### src/rtl/keypad_pkg.sv
// Shared keypad definitions: key code width, debounce FSM encoding and counter sizing.
package keypad_pkg;

  localparam int unsigned KEY_W = 4;

  typedef logic [KEY_W-1:0] key_t;
  typedef logic [1:0]       state_t;

  localparam state_t IDLE        = 2'd0;
  localparam state_t DEB_PRESS   = 2'd1;
  localparam state_t PRESSED     = 2'd2;
  localparam state_t DEB_RELEASE = 2'd3;

  // Bits needed to hold values 0..max_val; never narrower than one bit.
  function automatic int unsigned cnt_width(input int unsigned max_val);
    if (max_val < 2) begin
      return 1;
    end
    return $clog2(max_val + 1);
  endfunction

  function automatic int unsigned max_u(input int unsigned a, input int unsigned b);
    return (a > b) ? a : b;
  endfunction

endpackage

### src/rtl/keypad_debounce_if.sv
// Scanner-side raw key inputs and the conditioned key outputs of the debounce stage.
interface keypad_debounce_if;
  import keypad_pkg::*;

  key_t raw_key;
  logic raw_valid;
  key_t key;
  logic key_valid;
  logic key_pulse;
  logic key_repeat;
  logic release_pulse;

  modport slave (
    input  raw_key,
    input  raw_valid,
    output key,
    output key_valid,
    output key_pulse,
    output key_repeat,
    output release_pulse
  );

  modport master (
    output raw_key,
    output raw_valid,
    input  key,
    input  key_valid,
    input  key_pulse,
    input  key_repeat,
    input  release_pulse
  );

endinterface

### src/rtl/debounce_counter.sv
// Up-counter with clear, load-to-1 and enable; flags when the next increment reaches terminal.
module debounce_counter #(
  parameter int unsigned WIDTH = 4
) (
  input  logic             clk,
  input  logic             reset,
  input  logic             clear,
  input  logic             load_one,
  input  logic             enable,
  input  logic [WIDTH-1:0] terminal,
  output logic             at_terminal
);

  logic [WIDTH-1:0] cnt_q;
  logic [WIDTH-1:0] cnt_d;
  logic [WIDTH:0]   cnt_inc;

  always_comb begin
    cnt_d = cnt_q;
    if (clear) begin
      cnt_d = '0;
    end else if (load_one) begin
      cnt_d = WIDTH'(1);
    end else if (enable && !(&cnt_q)) begin
      // Saturate rather than wrap.
      cnt_d = cnt_q + WIDTH'(1);
    end
  end

  always_ff @(posedge clk) begin
    if (reset) begin
      cnt_q <= '0;
    end else begin
      cnt_q <= cnt_d;
    end
  end

  assign cnt_inc     = {1'b0, cnt_q} + (WIDTH + 1)'(1);
  assign at_terminal = (cnt_inc == {1'b0, terminal});

endmodule

### src/rtl/keypad_debounce.sv
// Debounces the scanner's key code into a held key, press/release strobes and auto-repeat.
module keypad_debounce
  import keypad_pkg::*;
#(
  parameter int unsigned DEBOUNCE_CYCLES = 1000,
  parameter int unsigned REPEAT_DELAY    = 0,
  parameter int unsigned REPEAT_RATE     = 0
) (
  input  logic               clk,
  input  logic               reset,
  keypad_debounce_if.slave   bus
);

  localparam int unsigned DEB_W     = cnt_width(DEBOUNCE_CYCLES);
  localparam int unsigned REP_W     = cnt_width(max_u(REPEAT_DELAY, REPEAT_RATE));
  localparam bit          REPEAT_EN = (REPEAT_DELAY > 0);

  state_t state_q, state_d;
  key_t   cand_q, cand_d;
  key_t   key_q, key_d;
  logic   key_valid_q, key_valid_d;
  logic   key_pulse_q, key_pulse_d;
  logic   key_repeat_q, key_repeat_d;
  logic   release_pulse_q, release_pulse_d;
  logic   rep_first_q, rep_first_d;

  logic   deb_clear, deb_load, deb_inc, deb_hit;
  logic   rep_clear, rep_inc, rep_hit;
  logic   deviate;

  logic [REP_W-1:0] rep_term;

  // First repeat waits REPEAT_DELAY after the press; later ones are REPEAT_RATE apart.
  assign rep_term = rep_first_q ? REP_W'(REPEAT_DELAY) : REP_W'(REPEAT_RATE);
  assign deviate  = !bus.raw_valid || (bus.raw_key != key_q);

  debounce_counter #(
    .WIDTH (DEB_W)
  ) u_deb_cnt (
    .clk         (clk),
    .reset       (reset),
    .clear       (deb_clear),
    .load_one    (deb_load),
    .enable      (deb_inc),
    .terminal    (DEB_W'(DEBOUNCE_CYCLES)),
    .at_terminal (deb_hit)
  );

  debounce_counter #(
    .WIDTH (REP_W)
  ) u_rep_cnt (
    .clk         (clk),
    .reset       (reset),
    .clear       (rep_clear),
    .load_one    (1'b0),
    .enable      (rep_inc),
    .terminal    (rep_term),
    .at_terminal (rep_hit)
  );

  always_comb begin
    state_d         = state_q;
    cand_d          = cand_q;
    key_d           = key_q;
    key_valid_d     = key_valid_q;
    key_pulse_d     = 1'b0;
    key_repeat_d    = 1'b0;
    release_pulse_d = 1'b0;
    rep_first_d     = rep_first_q;
    deb_clear       = 1'b0;
    deb_load        = 1'b0;
    deb_inc         = 1'b0;
    rep_clear       = 1'b0;
    rep_inc         = 1'b0;

    case (state_q)
      IDLE: begin
        if (bus.raw_valid) begin
          cand_d   = bus.raw_key;
          deb_load = 1'b1;
          state_d  = DEB_PRESS;
        end
      end

      DEB_PRESS: begin
        if (!bus.raw_valid) begin
          deb_clear = 1'b1;
          state_d   = IDLE;
        end else if (bus.raw_key != cand_q) begin
          // Code changed mid-debounce: restart the run on the new code.
          cand_d   = bus.raw_key;
          deb_load = 1'b1;
        end else if (deb_hit) begin
          state_d     = PRESSED;
          key_d       = cand_q;
          key_valid_d = 1'b1;
          key_pulse_d = 1'b1;
          deb_clear   = 1'b1;
          rep_clear   = 1'b1;
          rep_first_d = 1'b1;
        end else begin
          deb_inc = 1'b1;
        end
      end

      PRESSED: begin
        if (deviate) begin
          deb_load = 1'b1;
          state_d  = DEB_RELEASE;
        end else if (REPEAT_EN) begin
          if (rep_hit) begin
            key_pulse_d  = 1'b1;
            key_repeat_d = 1'b1;
            rep_clear    = 1'b1;
            rep_first_d  = 1'b0;
          end else begin
            rep_inc = 1'b1;
          end
        end
      end

      DEB_RELEASE: begin
        if (!deviate) begin
          // Glitch: resume the held key; the repeat count is left untouched.
          deb_clear = 1'b1;
          state_d   = PRESSED;
        end else if (deb_hit) begin
          key_valid_d     = 1'b0;
          release_pulse_d = 1'b1;
          deb_clear       = 1'b1;
          state_d         = IDLE;
        end else begin
          deb_inc = 1'b1;
        end
      end

      default: begin
        state_d = IDLE;
      end
    endcase
  end

  always_ff @(posedge clk) begin
    if (reset) begin
      state_q         <= IDLE;
      cand_q          <= '0;
      key_q           <= '0;
      key_valid_q     <= 1'b0;
      key_pulse_q     <= 1'b0;
      key_repeat_q    <= 1'b0;
      release_pulse_q <= 1'b0;
      rep_first_q     <= 1'b1;
    end else begin
      state_q         <= state_d;
      cand_q          <= cand_d;
      key_q           <= key_d;
      key_valid_q     <= key_valid_d;
      key_pulse_q     <= key_pulse_d;
      key_repeat_q    <= key_repeat_d;
      release_pulse_q <= release_pulse_d;
      rep_first_q     <= rep_first_d;
    end
  end

  assign bus.key           = key_q;
  assign bus.key_valid     = key_valid_q;
  assign bus.key_pulse     = key_pulse_q;
  assign bus.key_repeat    = key_repeat_q;
  assign bus.release_pulse = release_pulse_q;

endmodule

### src/flat_wrapper.sv
// flat-port wrapper written by rule: the top's interface ports become plain ports
module keypad_debounce_flat import keypad_pkg::*;
#(
  parameter int unsigned DEBOUNCE_CYCLES = 1000,
  parameter int unsigned REPEAT_DELAY    = 0,
  parameter int unsigned REPEAT_RATE     = 0
)
  (clk, reset, bus_raw_key, bus_raw_valid, bus_key, bus_key_valid, bus_key_pulse, bus_key_repeat, bus_release_pulse);
  keypad_debounce_if bus_i ();
  input  logic clk;
  input  logic reset;
  input wire logic [$bits(bus_i.raw_key)-1:0] bus_raw_key;
  input wire logic [$bits(bus_i.raw_valid)-1:0] bus_raw_valid;
  output wire logic [$bits(bus_i.key)-1:0] bus_key;
  output wire logic [$bits(bus_i.key_valid)-1:0] bus_key_valid;
  output wire logic [$bits(bus_i.key_pulse)-1:0] bus_key_pulse;
  output wire logic [$bits(bus_i.key_repeat)-1:0] bus_key_repeat;
  output wire logic [$bits(bus_i.release_pulse)-1:0] bus_release_pulse;
  assign bus_i.raw_key = bus_raw_key;
  assign bus_i.raw_valid = bus_raw_valid;
  assign bus_key = bus_i.key;
  assign bus_key_valid = bus_i.key_valid;
  assign bus_key_pulse = bus_i.key_pulse;
  assign bus_key_repeat = bus_i.key_repeat;
  assign bus_release_pulse = bus_i.release_pulse;
  keypad_debounce #(.DEBOUNCE_CYCLES(DEBOUNCE_CYCLES), .REPEAT_DELAY(REPEAT_DELAY), .REPEAT_RATE(REPEAT_RATE)) u_core (.clk(clk), .reset(reset), .bus(bus_i));
endmodule
### config.mk
export PLATFORM = sky130hd
export DESIGN_NAME = keypad_debounce_flat
export DESIGN_NICKNAME = d
export VERILOG_FILES = /design/src/rtl/keypad_pkg.sv /design/src/rtl/keypad_debounce_if.sv /design/src/rtl/debounce_counter.sv /design/src/rtl/keypad_debounce.sv /design/src/flat_wrapper.sv
export SDC_FILE = /design/constraint.sdc
export NUM_CORES = 1
export LEC_CHECK = 0
export ABC_AREA = 1
export CAP_MARGIN = 5
export CORE_MARGIN = 4
export CORE_UTILIZATION = 55
export CTS_CLUSTER_SIZE = 25
export DETAILED_ROUTE_END_ITERATION = 12
export GPL_TIMING_DRIVEN = 0
export PLACE_DENSITY = 0.78
export SYNTH_ARGS = -nofsm -noshare
export SYNTH_HDL_FRONTEND = slang
export SYNTH_SLANG_ARGS = --single-unit
### constraint.sdc
create_clock -name clk -period 2 [get_ports clk]
set_input_delay 0.4 -clock clk [delete_from_list [all_inputs] [get_ports clk]]
set_output_delay 0.4 -clock clk [all_outputs]
set_load 0.1 [all_outputs]
# After elaboration in Yosys (flattened, before gate mapping)

Cells that the tools add are included.

Add/sub/neg operators: 2
Equal/unequal tests: 17
Muxes and demuxes: 35
Bitwise operators: 5
Reduce and logical (&&, ||, !) cells: 17

Operator list:

| kind                  | number |
|---|---|
| $mux 1                | 19 |
| $mux 2                | 7 |
| $mux 4                | 3 |
| $add 10x1->11 const B | 1 |
| $eq 11x10->1 const B  | 1 |
| $add 10x1->10 const B | 1 |
| $ne 2x1->1 const B    | 5 |
| $reduce_and 10->1     | 1 |
| $reduce_or 3->1       | 3 |
| $ne 4x4->1            | 2 |
| $pmux 2 s4            | 1 |
| $pmux 4 s2            | 1 |
| $reduce_and 4->1      | 2 |
| $ne 2x2->1 const B    | 3 |
| $ne 3x2->1 const B    | 2 |
| $pmux 1 s2            | 3 |
| $reduce_and 6->1      | 1 |
| $reduce_bool 2->1     | 3 |
| $not 1->1             | 5 |
| $reduce_and 5->1      | 1 |
| $eq 2x2->1 const B    | 2 |
| $ne 3x3->1 const B    | 1 |
| $pmux 1 s3            | 1 |
| $eq 2x1->1 const B    | 1 |
| 5 further kinds       | 6 |

Register bits: 23
Bits of input ports: 7
Word-level logic and storage cells: 84

# Logic depth before layout (Yosys ltp)

Gate-level depths: netlist of run 1.

Depth after elaboration: 9
Mapped depth: 15
Depth with buffers taken out: 15

# Hierarchy

Synthesis of run 1 repeated with hierarchy kept, for this count alone.

Cell total of the unflattened synthesis: 277
Area total of the unflattened synthesis: 1,654.1 µm²

Modules (own cells, without submodules):

| module           | times used | cells each | area an instance (µm²) |
|---|---|---|---|
| debounce_counter | 1          | 146        | 865.8 |
| keypad_debounce  | 1          | 131        | 788.3 |

# Worst setup path after synthesis of run 1

OpenSTA, ideal clock, no wires.

Kind: reg2reg
From: register u_core.key_q[3] (netlist: u_core.bus.key[3])
To: register u_core.u_deb_cnt.cnt_q[1]
Library setup time: 0.068 ns
Arrival time: 2.135 ns
Data required time: 1.932 ns
Path slack: -0.202 ns
Cell stages (with the launch flop): 11
Period minus slack after synthesis: 2.202 ns
Cell sequence: dfxtp_1 -> inv_1 -> nand2_1 -> o21ai_0 -> nor2_1 -> nand3_1 -> nand2_1 -> nand2_1 -> a21oi_1 -> nand3_4 -> a21oi_2

Word-level cells in the longest chain between the ends: 5
Elaborated cells between the ends (all ways): 10
Those cells by class: eq/ne (1); mux (6); reduce/logical (3)

Ends and longest elaborated chain:

| item                                                                         | line                                           | RTL |
|---|---|---|
| from (decl)                                                                  | keypad_debounce.sv:20                          | `key_t key_q, key_d;` |
| from (signal assigned)                                                       | keypad_debounce.sv:156                         | `key_q <= key_d;` |
| $ne 4x4->1 *                                                                 | keypad_debounce.sv:35                          | `assign deviate = !bus.raw_valid \|\| (bus.raw_key != key_q);` |
| $logic_or 1x1->1 *                                                           | keypad_debounce.sv:35                          |  |
| $mux 1, on equally long branches                                             | keypad_debounce.sv:107, keypad_debounce.sv:123 |  |
| $pmux 1 s3 / $pmux 1 s2 (equally long branches)                              | keypad_debounce.sv:76                          | `case (state_q)` |
| $reduce_or 3->1 (no source line) / $logic_and 1x1->1 (equally long branches) | -                                              |  |
| to (signal assigned)                                                         | debounce_counter.sv:34                         | `cnt_q <= cnt_d;` |
| to (decl)                                                                    | debounce_counter.sv:14                         | `logic [WIDTH-1:0] cnt_q;` |

Every way passes the cells marked *; elsewhere a longest branch is shown, timed or not.
A chain may end at the register's enable or synchronous reset.

# Worst setup path after layout of run 1

From: register u_core.key_q[2] (netlist: u_core.bus.key[2])
To: output port bus_key[2]

RTL lines:

| item      | line               | RTL |
|---|---|---|
| to (decl) | flat_wrapper.sv:14 | `output wire logic [$bits(bus_i.key)-1:0] bus_key;` |

No word-level cell between the ends.

==> impl_metrics.tcl, run 1 <==
set metrics [dict create \
    drive_above_1_share_pct 25.82 \
    nNetsFinal 253 \
    clkTransAtPathRegs_ps 140 \
    status "finished clean" \
    cts_buffers 3 \
    antenna_cells 0 \
    synth_edf_count 0 \
    cpLargestDelayFamily "buffers and inverters" \
    drtAntennaViolNets 0 \
    maxCapViolations 0 \
    worstSetupEndpointType "output port" \
    ys_ff_latch 23 \
    grt_pass1_wl_um 6078 \
    cpPeakStageDelay_ps 850 \
    yosysSeqAreaShare_pct 31.59 \
    leakagePower_uw 0.0007579 \
    r2r_cells 12 \
    hold_buffers 0 \
    synth_cell_types 31 \
    grt_usage_pct 22.34 \
    chipHeight_um 59.48 \
    min_period_ps 1943 \
    synthTopCellsByArea "dfxtp_1 (32%), nand2_1 (14%), nor2_1 (9.5%)" \
    dpl.cell_count 264 \
    drc 0 \
    cts_buffer_depth 2 \
    synth_commonest_cells "nand2_1 (55), nor2_1 (37), dfxtp_1 (23), inv_1 (23), nand3_1 (22)" \
    path_class "reg -> out" \
    internal_power_uw 780.8 \
    die_x_um 59.48 \
    slew_violations 0 \
    fin_crit_sh_pct 97.15 \
    firstDrtPassIters 8 \
    fp.dieArea_um2 3538 \
    grt_max_degree 15 \
    start_util_pct 58.31 \
    worstPathArrival_ps 1540 \
    final_cells 274 \
    synth_top_area_share_pct 31.59 \
    portBuffers 13 \
    synth.most_common_cell "nand2_1" \
    cp_cell_sequence "dlygate4sd2_1" \
    dpl.hpwl_um 2621 \
    io_pins 15 \
    cpMaxStageDelayCell "dlygate4sd2_1" \
    post_drt_wl_per_cell_um 14.72 \
    wirelength_um 4034 \
    holdPathEnd "u_core.bus.key[2]" \
    setup_violations 0 \
    p_per_area_nw_per_um2 738.4 \
    clk_latency_ps 320 \
    place_area_um2 1630 \
    vias_per_cell 5.814 \
    cts.sinks 23 \
    power_frac_comb_pct 41.7 \
    htreeDepth 1 \
    antenna_found_initial 0 \
    finClkSkew_ps 8.166 \
    worst_slew_pin_slew_ps 959.3 \
    synth_fp_nets 229 \
    synth.avg_cell_area_um2 6.596 \
    r2r_setup_slack_ps 90 \
    critPathLaunchType "flip-flop" \
    final_area_um2 1824 \
    first_global_vias 1445 \
    cts_tree "built" \
    fmax_mhz 514.6 \
    r2r_end "u_core.u_deb_cnt.cnt_q[0]" \
    power_switching_uw 566.3 \
    std_cell_rows 18 \
    synthCells 221 \
    min_from "u_core.bus.key[2]" \
    critPathMaxFanout 3 \
    yosysWarnings 0 \
    hold_path.class "reg -> reg" \
    rr_startpoint "u_core.u_deb_cnt.cnt_q[0]" \
    finalHoldViolCount 0 \
    fp.coreArea_um2 2500 \
    synthArstFlopShare_pct 0 \
    required_ps 1600 \
    via_count 1593 \
    seqPwrFrac_pct 41.1 \
    slew_headroom_pct 36.30 \
    root_buffer "clkbuf_4" \
    hold_path_depth 2 \
    yosysTopAreaCell "dfxtp_1" \
    power_frac_clock_pct 17.1 \
    netlist_area_um2 1458 \
    drtIter0Drc 174 \
    area_growth_pct 25.15 \
    place_congestion 0.9572 \
    overflow 0 \
    p_sw_share_pct 42.04 \
    ir_drop_uv 613.3 \
    synthFlopType "dfxtp_1" \
    worst-path-buf-inv 1 \
]
==> state kept, by name, indices dropped and copies added, names as in the netlist <==
| name | cells |
|---|---|
| u_core.bus.key | 4 |
| u_core.bus.key_valid | 1 |
| u_core.bus.release_pulse | 1 |
| u_core.u_deb_cnt.cnt_q | 10 |
| u_core.bus.key_pulse | 1 |
| u_core.state_q | 2 |
| u_core.cand_q | 4 |
==> cell families after synthesis <==
group | share of synthesized area [%]
flip-flops | 31.59
adder cells (fa/ha/maj) | 0.8582
XOR/XNOR | 3.605
other | 0.2573
AND/OR/NAND/NOR | 41.20
buffers and inverters | 8.840
AO/OA/AOI/OAI | 13.65
==> cell type report <==
type,instances,area [µm²]
Multi-Input combinational cell,169,988.4
Clock inverter,1,7.507
Inverter,25,93.84
Timing Repair Buffer,18,162.7
Clock buffer,3,22.52
Tap cell,30,37.54
Buffer,5,37.54
Sequential cell,23,474.2
Fill cell,197,675.6
==> worst max path at each step <==
stage	start	to	slack, ps	depth (start not counted)
after floorplan	u_core.bus.key[3]	u_core.u_deb_cnt.cnt_q[1]	130	10
after global placement	bus_raw_valid	u_core.u_deb_cnt.cnt_q[9]	-220	9
after detailed placement	bus_raw_valid	u_core.u_deb_cnt.cnt_q[5]	-240	9
after CTS	u_core.u_deb_cnt.cnt_q[0]	u_core.u_deb_cnt.cnt_q[0]	4	12
after global routing	bus_raw_key[0]	u_core.u_deb_cnt.cnt_q[8]	-40	9
final	u_core.bus.key[2]	bus_key[2]	60	1
==> power by group through the flow <==
stage	registers, µW	logic, µW	clock network [µW]
finish	554	562	230
CTS	544	463	237
detailed placement	552	448	0
floorplan	578	316	0
global route	561	611	255
global placement	549	430	0
==> stage by stage <==
stage	hold slack, ps	utilization (%)	TNS (ps)	total power, µW	setup slack (ps)
3_3_place_gp	458.7	65.22	-2250	978.2	-219.9
3_5_place_dp	460.1	65.22	-2667	1000	-244.5
2_1_floorplan	468.9	-	0	894.5	132.6
6_report	478.8	72.97	0	1347	56.93
5_1_grt	508.1	72.97	-163.0	1427	-36.52
4_1_cts	483.5	67.02	0	1245	4.065
==> routing by layer <==
layer  wire, µm  global-route usage (%)  share of wire [%]  up-vias
li1           -                       -                  -      753
met1       1551                   26.03                 38      750
met2       2094                   39.31                 52       66
met3        203                   3.268                5.0       24
met4        184                   11.00                4.6        0
met5          0                       0                  0        -
==> cell usage in the layout, fill, tap and decap left out, types with 6 or more instances in the layout <==
cell type / synthesis / routed
inv_1: 23 / 22
o21ai_0: 8 / 8
a21oi_2: 10 / 10
buf_4: 2 / 7
clkdlybuf4s50_1: 0 / 6
nand2_1: 55 / 50
nand3_1: 22 / 17
nand3_2: 1 / 6
nor2_1: 37 / 32
dlygate4sd2_1: 0 / 7
dfxtp_1: 23 / 16
nand2_2: 5 / 9
==> what timing repair did <==
item | CTS | global route
gates cloned | 1 | 1
pin swaps | 0 | 5
endpoints found under the setup margin | 23 | 17
buffers inserted | 0 | 4
resized for setup | 14 | 28
No activity file was read; power rests on OpenSTA's default activity.
==> run 2: changes to the inputs <==
--- a/config.mk
+++ b/config.mk
@@ -12,7 +12,7 @@
 export CTS_CLUSTER_SIZE = 25
 export DETAILED_ROUTE_END_ITERATION = 12
 export GPL_TIMING_DRIVEN = 0
-export PLACE_DENSITY = 0.78
+export PLACE_DENSITY_LB_ADDON = 0.3
 export SYNTH_ARGS = -nofsm -noshare
 export SYNTH_HDL_FRONTEND = slang
 export SYNTH_SLANG_ARGS = --single-unit
==> impl_metrics.tcl, run 2 (synthesis results as in run 1) <==
set metrics [dict create \
    cp_cell_sequence "dlygate4sd2_1" \
    finalHoldViolCount 0 \
    register_area_um2 470.5 \
    first_global_vias 1268 \
    antenna_cells 0 \
    nFillCells 215 \
    fmax_mhz 514.4 \
    largest_register_ffs 10 \
    cts_buffers 3 \
    required_ps 1600 \
    worstPathArrival_ps 1540 \
    power_frac_comb_pct 40.1 \
    place_congestion 0.8909 \
    fp.dieArea_um2 3538 \
    cts_tree "built" \
    grt_max_degree 15 \
    drive_above_1_share_pct 22.13 \
    std_cell_rows 18 \
    min_period_ps 1944 \
    grt_usage_pct 19.55 \
    cts.sinks 23 \
    via_count 1446 \
    hold_buffers 0 \
    wirelength_um 3380 \
    p_sw_share_pct 40.87 \
    slew_headroom_pct 36.41 \
    p_per_area_nw_per_um2 731.9 \
    place_area_um2 1630 \
    ir_drop_uv 653.5 \
    post_drt_wl_per_cell_um 12.34 \
    dp_slack_ps -239.9 \
    drc 0 \
    critPathMaxFanout 3 \
    power_uw 1301 \
    cpMaxStageDelayCell "dlygate4sd2_1" \
    antenna_found_initial 0 \
    cpPeakStageDelay_ps 850 \
    worst_slew_pin_slew_ps 957.7 \
    area_growth_pct 21.97 \
    start_util_pct 58.31 \
    top_register "u_core.u_deb_cnt.cnt_q" \
    nNetsFinal 253 \
    fin_util_pct 71.12 \
    clkTransAtPathRegs_ps 140 \
    multi_input_area_um2 948.4 \
    overflow 0 \
    htreeDepth 1 \
    portBuffers 13 \
    firstDrtPassIters 4 \
    die_x_um 59.48 \
    power_frac_clock_pct 17.7 \
    status "finished clean" \
    fin_crit_sh_pct 97.20 \
    setup_violations 0 \
    finClkSkew_ps 10.24 \
    dpl.hpwl_um 2249 \
    maxCapViolations 0 \
    root_buffer "clkbuf_4" \
    vias_per_cell 5.277 \
    seqPwrFrac_pct 42.1 \
    drtAntennaViolNets 0 \
    leakagePower_uw 0.0007555 \
    internal_power_uw 769.5 \
    chipHeight_um 59.48 \
    fp.coreArea_um2 2500 \
    hold_path.class "reg -> reg" \
    slew_violations 0 \
    final_cell_mix "nand2_1 (52), nor2_1 (36), inv_1 (22), nand3_1 (20), dfxtp_1 (17)" \
    hold_ws_ps 486.3 \
    io_pins 15 \
    clk_latency_ps 330 \
    grt_pass1_wl_um 5395 \
    final_area_um2 1778 \
    worst-path-buf-inv 1 \
    path_class "reg -> out" \
    cpLargestDelayFamily "buffers and inverters" \
    final_common_cell "nand2_1" \
    drtIter0Drc 82 \
    cts_buffer_depth 2 \
    setup_ws_ps 56.05 \
    critPathLaunchType "flip-flop" \
    worstSetupEndpointType "output port" \
    power_switching_uw 531.8 \
]
==> run 2: area by class of cell <==
cell class / instances / area share [%]
Multi-Input combinational cell: 169 / 53.34
Sequential cell: 23 / 26.46
Timing Repair Buffer: 18 / 9.148
Inverter: 25 / 5.278
Tap cell: 30 / 2.111
Buffer: 5 / 1.970
Clock buffer: 3 / 1.267
Clock inverter: 1 / 0.4222
==> run 2: path summary, 6_finish.rpt <==
check	slack, ps	cells after the start	end	from
worst min-delay path	490	2	u_core.bus.key_valid	u_core.bus.key_valid
worst min register to register	490	2	u_core.bus.key_valid	u_core.bus.key_valid
worst max-delay path	60	1	bus_key[2]	u_core.bus.key[2]
worst max register to register	110	12	u_core.u_deb_cnt.cnt_q[4]	u_core.u_deb_cnt.cnt_q[2]
==> run 2: through the flow <==
| stage | setup TNS, ps | std cells |
|---|---|---|
| after floorplan | 0 | 221 |
| after global placement | -2417 | 264 |
| after detailed placement | -2516 | 264 |
| after CTS | 0 | 268 |
| after global routing | -72.89 | 274 |
| final | 0 | 274 |
==> run 2: repair_timing <==
action                                  4_1_cts  5_1_grt
gates cloned                                  0        2
gates resized for setup                       8       19
endpoints found under the setup margin       19       18
setup buffers                                 0        4
pin swaps                                     0        3
==> run 2: tightest hold or removal path, stage by stage, from the launching register on <==
cell and delay, ps:
dfxtp_1 350, a31oi_1 40, nor2_1 70
==> run 2: per-layer routing <==
| metal | wire length [µm] | vias to the layer above | share of wire, % | track usage (%) |
|---|---|---|---|---|
| met1 | 1514 | 642 | 45 | 25.99 |
| li1 | - | 756 | - | - |
| met4 | 44 | 0 | 1.3 | 5.178 |
| met2 | 1628 | 40 | 48 | 31.36 |
| met3 | 192 | 8 | 5.7 | 4.793 |
| met5 | 0 | - | 0 | 0 |
==> run 2: power by group through the flow <==
stage               registers (µW)  logic (µW)  clock network, µW
floorplan                      578         316                  0
global placement               550         431                  0
detailed placement             551         439                  0
CTS                            542         437                244
global route                   554         590                253
finish                         548         522                231
==> run 3: changes to the inputs <==
--- a/config.mk
+++ b/config.mk
@@ -7,8 +7,10 @@
 export LEC_CHECK = 0
 export ABC_AREA = 1
 export CAP_MARGIN = 5
+export CELL_PAD_IN_SITES_DETAIL_PLACEMENT = 2
+export CELL_PAD_IN_SITES_GLOBAL_PLACEMENT = 2
 export CORE_MARGIN = 4
-export CORE_UTILIZATION = 55
+export CORE_UTILIZATION = 31
 export CTS_CLUSTER_SIZE = 25
 export DETAILED_ROUTE_END_ITERATION = 12
 export GPL_TIMING_DRIVEN = 0
==> impl_metrics.tcl, run 3 (synthesis results as in run 1) <==
set metrics [dict create \
    status "finished clean" \
    overflow 0 \
    nFillCells 539 \
    antenna_cells 0 \
    slew_headroom_pct 36.23 \
    min_period_ps 1988 \
    cpMaxStageDelayCell "clkdlybuf4s50_1" \
    finalHoldViolCount 0 \
    cts.sinks 23 \
    grt_pass1_wl_um 8576 \
    drc 0 \
    first_global_vias 1707 \
    antenna_found_initial 0 \
    dpl.hpwl_um 3347 \
    place_congestion 0.7616 \
    leakagePower_uw 0.0009296 \
    largest_register_ffs 10 \
    grt_max_degree 14 \
    hold_path.class "reg -> reg" \
    portBuffers 13 \
    cts_buffer_depth 2 \
    worst_slew_pin_slew_ps 960.3 \
    worst-path-buf-inv 1 \
    final_cell_mix "nand2_1 (47), nor2_1 (26), inv_1 (21), nand3_1 (14), dfxtp_1 (14)" \
    std_cell_rows 24 \
    slew_violations 0 \
    drive_above_1_share_pct 36.25 \
    critPathLaunchType "input port" \
    hold_ws_ps 489.6 \
    clk_latency_ps 280 \
    setup_violations 0 \
    post_drt_wl_per_cell_um 19.49 \
    critPathMaxFanout 5 \
    final_common_cell "nand2_1" \
    area_growth_pct 40.09 \
    finClkSkew_ps 6.342 \
    drtAntennaViolNets 0 \
    fmax_mhz 503.0 \
    register_area_um2 476.7 \
    cts_tree "built" \
    fp.dieArea_um2 5863 \
    chipHeight_um 76.57 \
    p_per_area_nw_per_um2 727.9 \
    via_count 1611 \
    cpLargestDelayFamily "simple AND/OR/NAND/NOR gates" \
    cp_cell_sequence "clkdlybuf4s50_1 > xor2_1 > nor2_2 > nand3_2 > nand2_2 > nand2_1 > a21oi_4 > nand3_4 > a21oi_2" \
    fin_crit_sh_pct 99.40 \
    io_pins 15 \
    wirelength_um 5905 \
    start_util_pct 32.80 \
    htreeDepth 1 \
    cts_buffers 3 \
    worstSetupEndpointType "flip-flop" \
    worstPathArrival_ps 2200 \
    final_cells 303 \
    cpPeakStageDelay_ps 490 \
    clkTransAtPathRegs_ps 100 \
    firstDrtPassIters 4 \
    root_buffer "clkbuf_8" \
    top_register "u_core.u_deb_cnt.cnt_q" \
    multi_input_area_um2 1086 \
    fp.coreArea_um2 4444 \
    maxCapViolations 0 \
    dpl.cell_count 286 \
    ir_drop_uv 421.3 \
    nNetsFinal 260 \
    hold_buffers 0 \
    required_ps 2220 \
    vias_per_cell 5.317 \
    grt_usage_pct 17.97 \
    drtIter0Drc 60 \
    path_class "in -> reg" \
    die_x_um 76.57 \
]
-- run 3: cell types whose count changed in the layout (fill, tap and decap cells not counted), sizes merged --
cell           delta
clkinvlp          -1
clkbuf            -1
dlymetal6s2s      +4
buf               +8
clkinv            +1
clkdlybuf4s50     -4
-- run 3: worst paths after layout --
kind | start | endpoint | slack, ps | cells past startpoint
max | bus_raw_key[2] | u_core.u_deb_cnt.cnt_q[8] | 10 | 9
min | u_core.bus.key_valid | u_core.bus.key_valid | 490 | 2
max reg2reg | u_core.u_deb_cnt.cnt_q[3] | u_core.u_deb_cnt.cnt_q[8] | 70 | 11
min reg2reg | u_core.bus.key_valid | u_core.bus.key_valid | 490 | 2
-- run 3: final cells by class --
| cell class | instances | area share (%) |
|---|---|---|
| Inverter | 25 | 4.596 |
| Buffer | 4 | 1.838 |
| Tap cell | 52 | 3.186 |
| Clock inverter | 1 | 0.2451 |
| Clock buffer | 3 | 2.022 |
| Multi-Input combinational cell | 169 | 53.19 |
| Timing Repair Buffer | 26 | 11.58 |
| Sequential cell | 23 | 23.35 |
-- run 3: timing repair --
action,4_1_cts,5_1_grt
endpoints found under the setup margin,23,17
buffers inserted,8,5
pin swaps,3,13
cloned,2,0
resized for setup,24,51
-- run 3: tightest hold or removal path: stages (launching register included) --
cell     delay, ps
dfxtp_1        340
a31oi_1         50
nor2_1          70
-- run 3: power breakdown --
group | total (µW) | internal, µW | switching [µW]
logic | 596 | 203 | 392
clock network | 319 | 140 | 179
registers | 572 | 507 | 65.0
-- run 3: routing by layer --
metal | up-vias | wire length, µm | global-route usage (%)
li1 | 768 | - | -
met1 | 815 | 2620 | 22.73
met2 | 20 | 3086 | 32.43
met3 | 8 | 121 | 2.955
met4 | 0 | 76 | 2.717
met5 | - | 0 | 0
-- run 3: metrics by stage --
stage / setup WS [ps] / cell area, µm² / power [µW] / util, % / setup TNS (ps)
after floorplan: 132.6 / 1463 / 894.5 / - / 0
after global placement: -331.4 / 1658 / 1006 / 37.30 / -3717
after detailed placement: -402.5 / 1658 / 1024 / 37.30 / -4633
after CTS: -26.46 / 1831 / 1393 / 41.19 / -33.89
after global routing: -36.01 / 2042 / 1590 / 45.95 / -127.5
final: 11.92 / 2042 / 1486 / 45.95 / 0
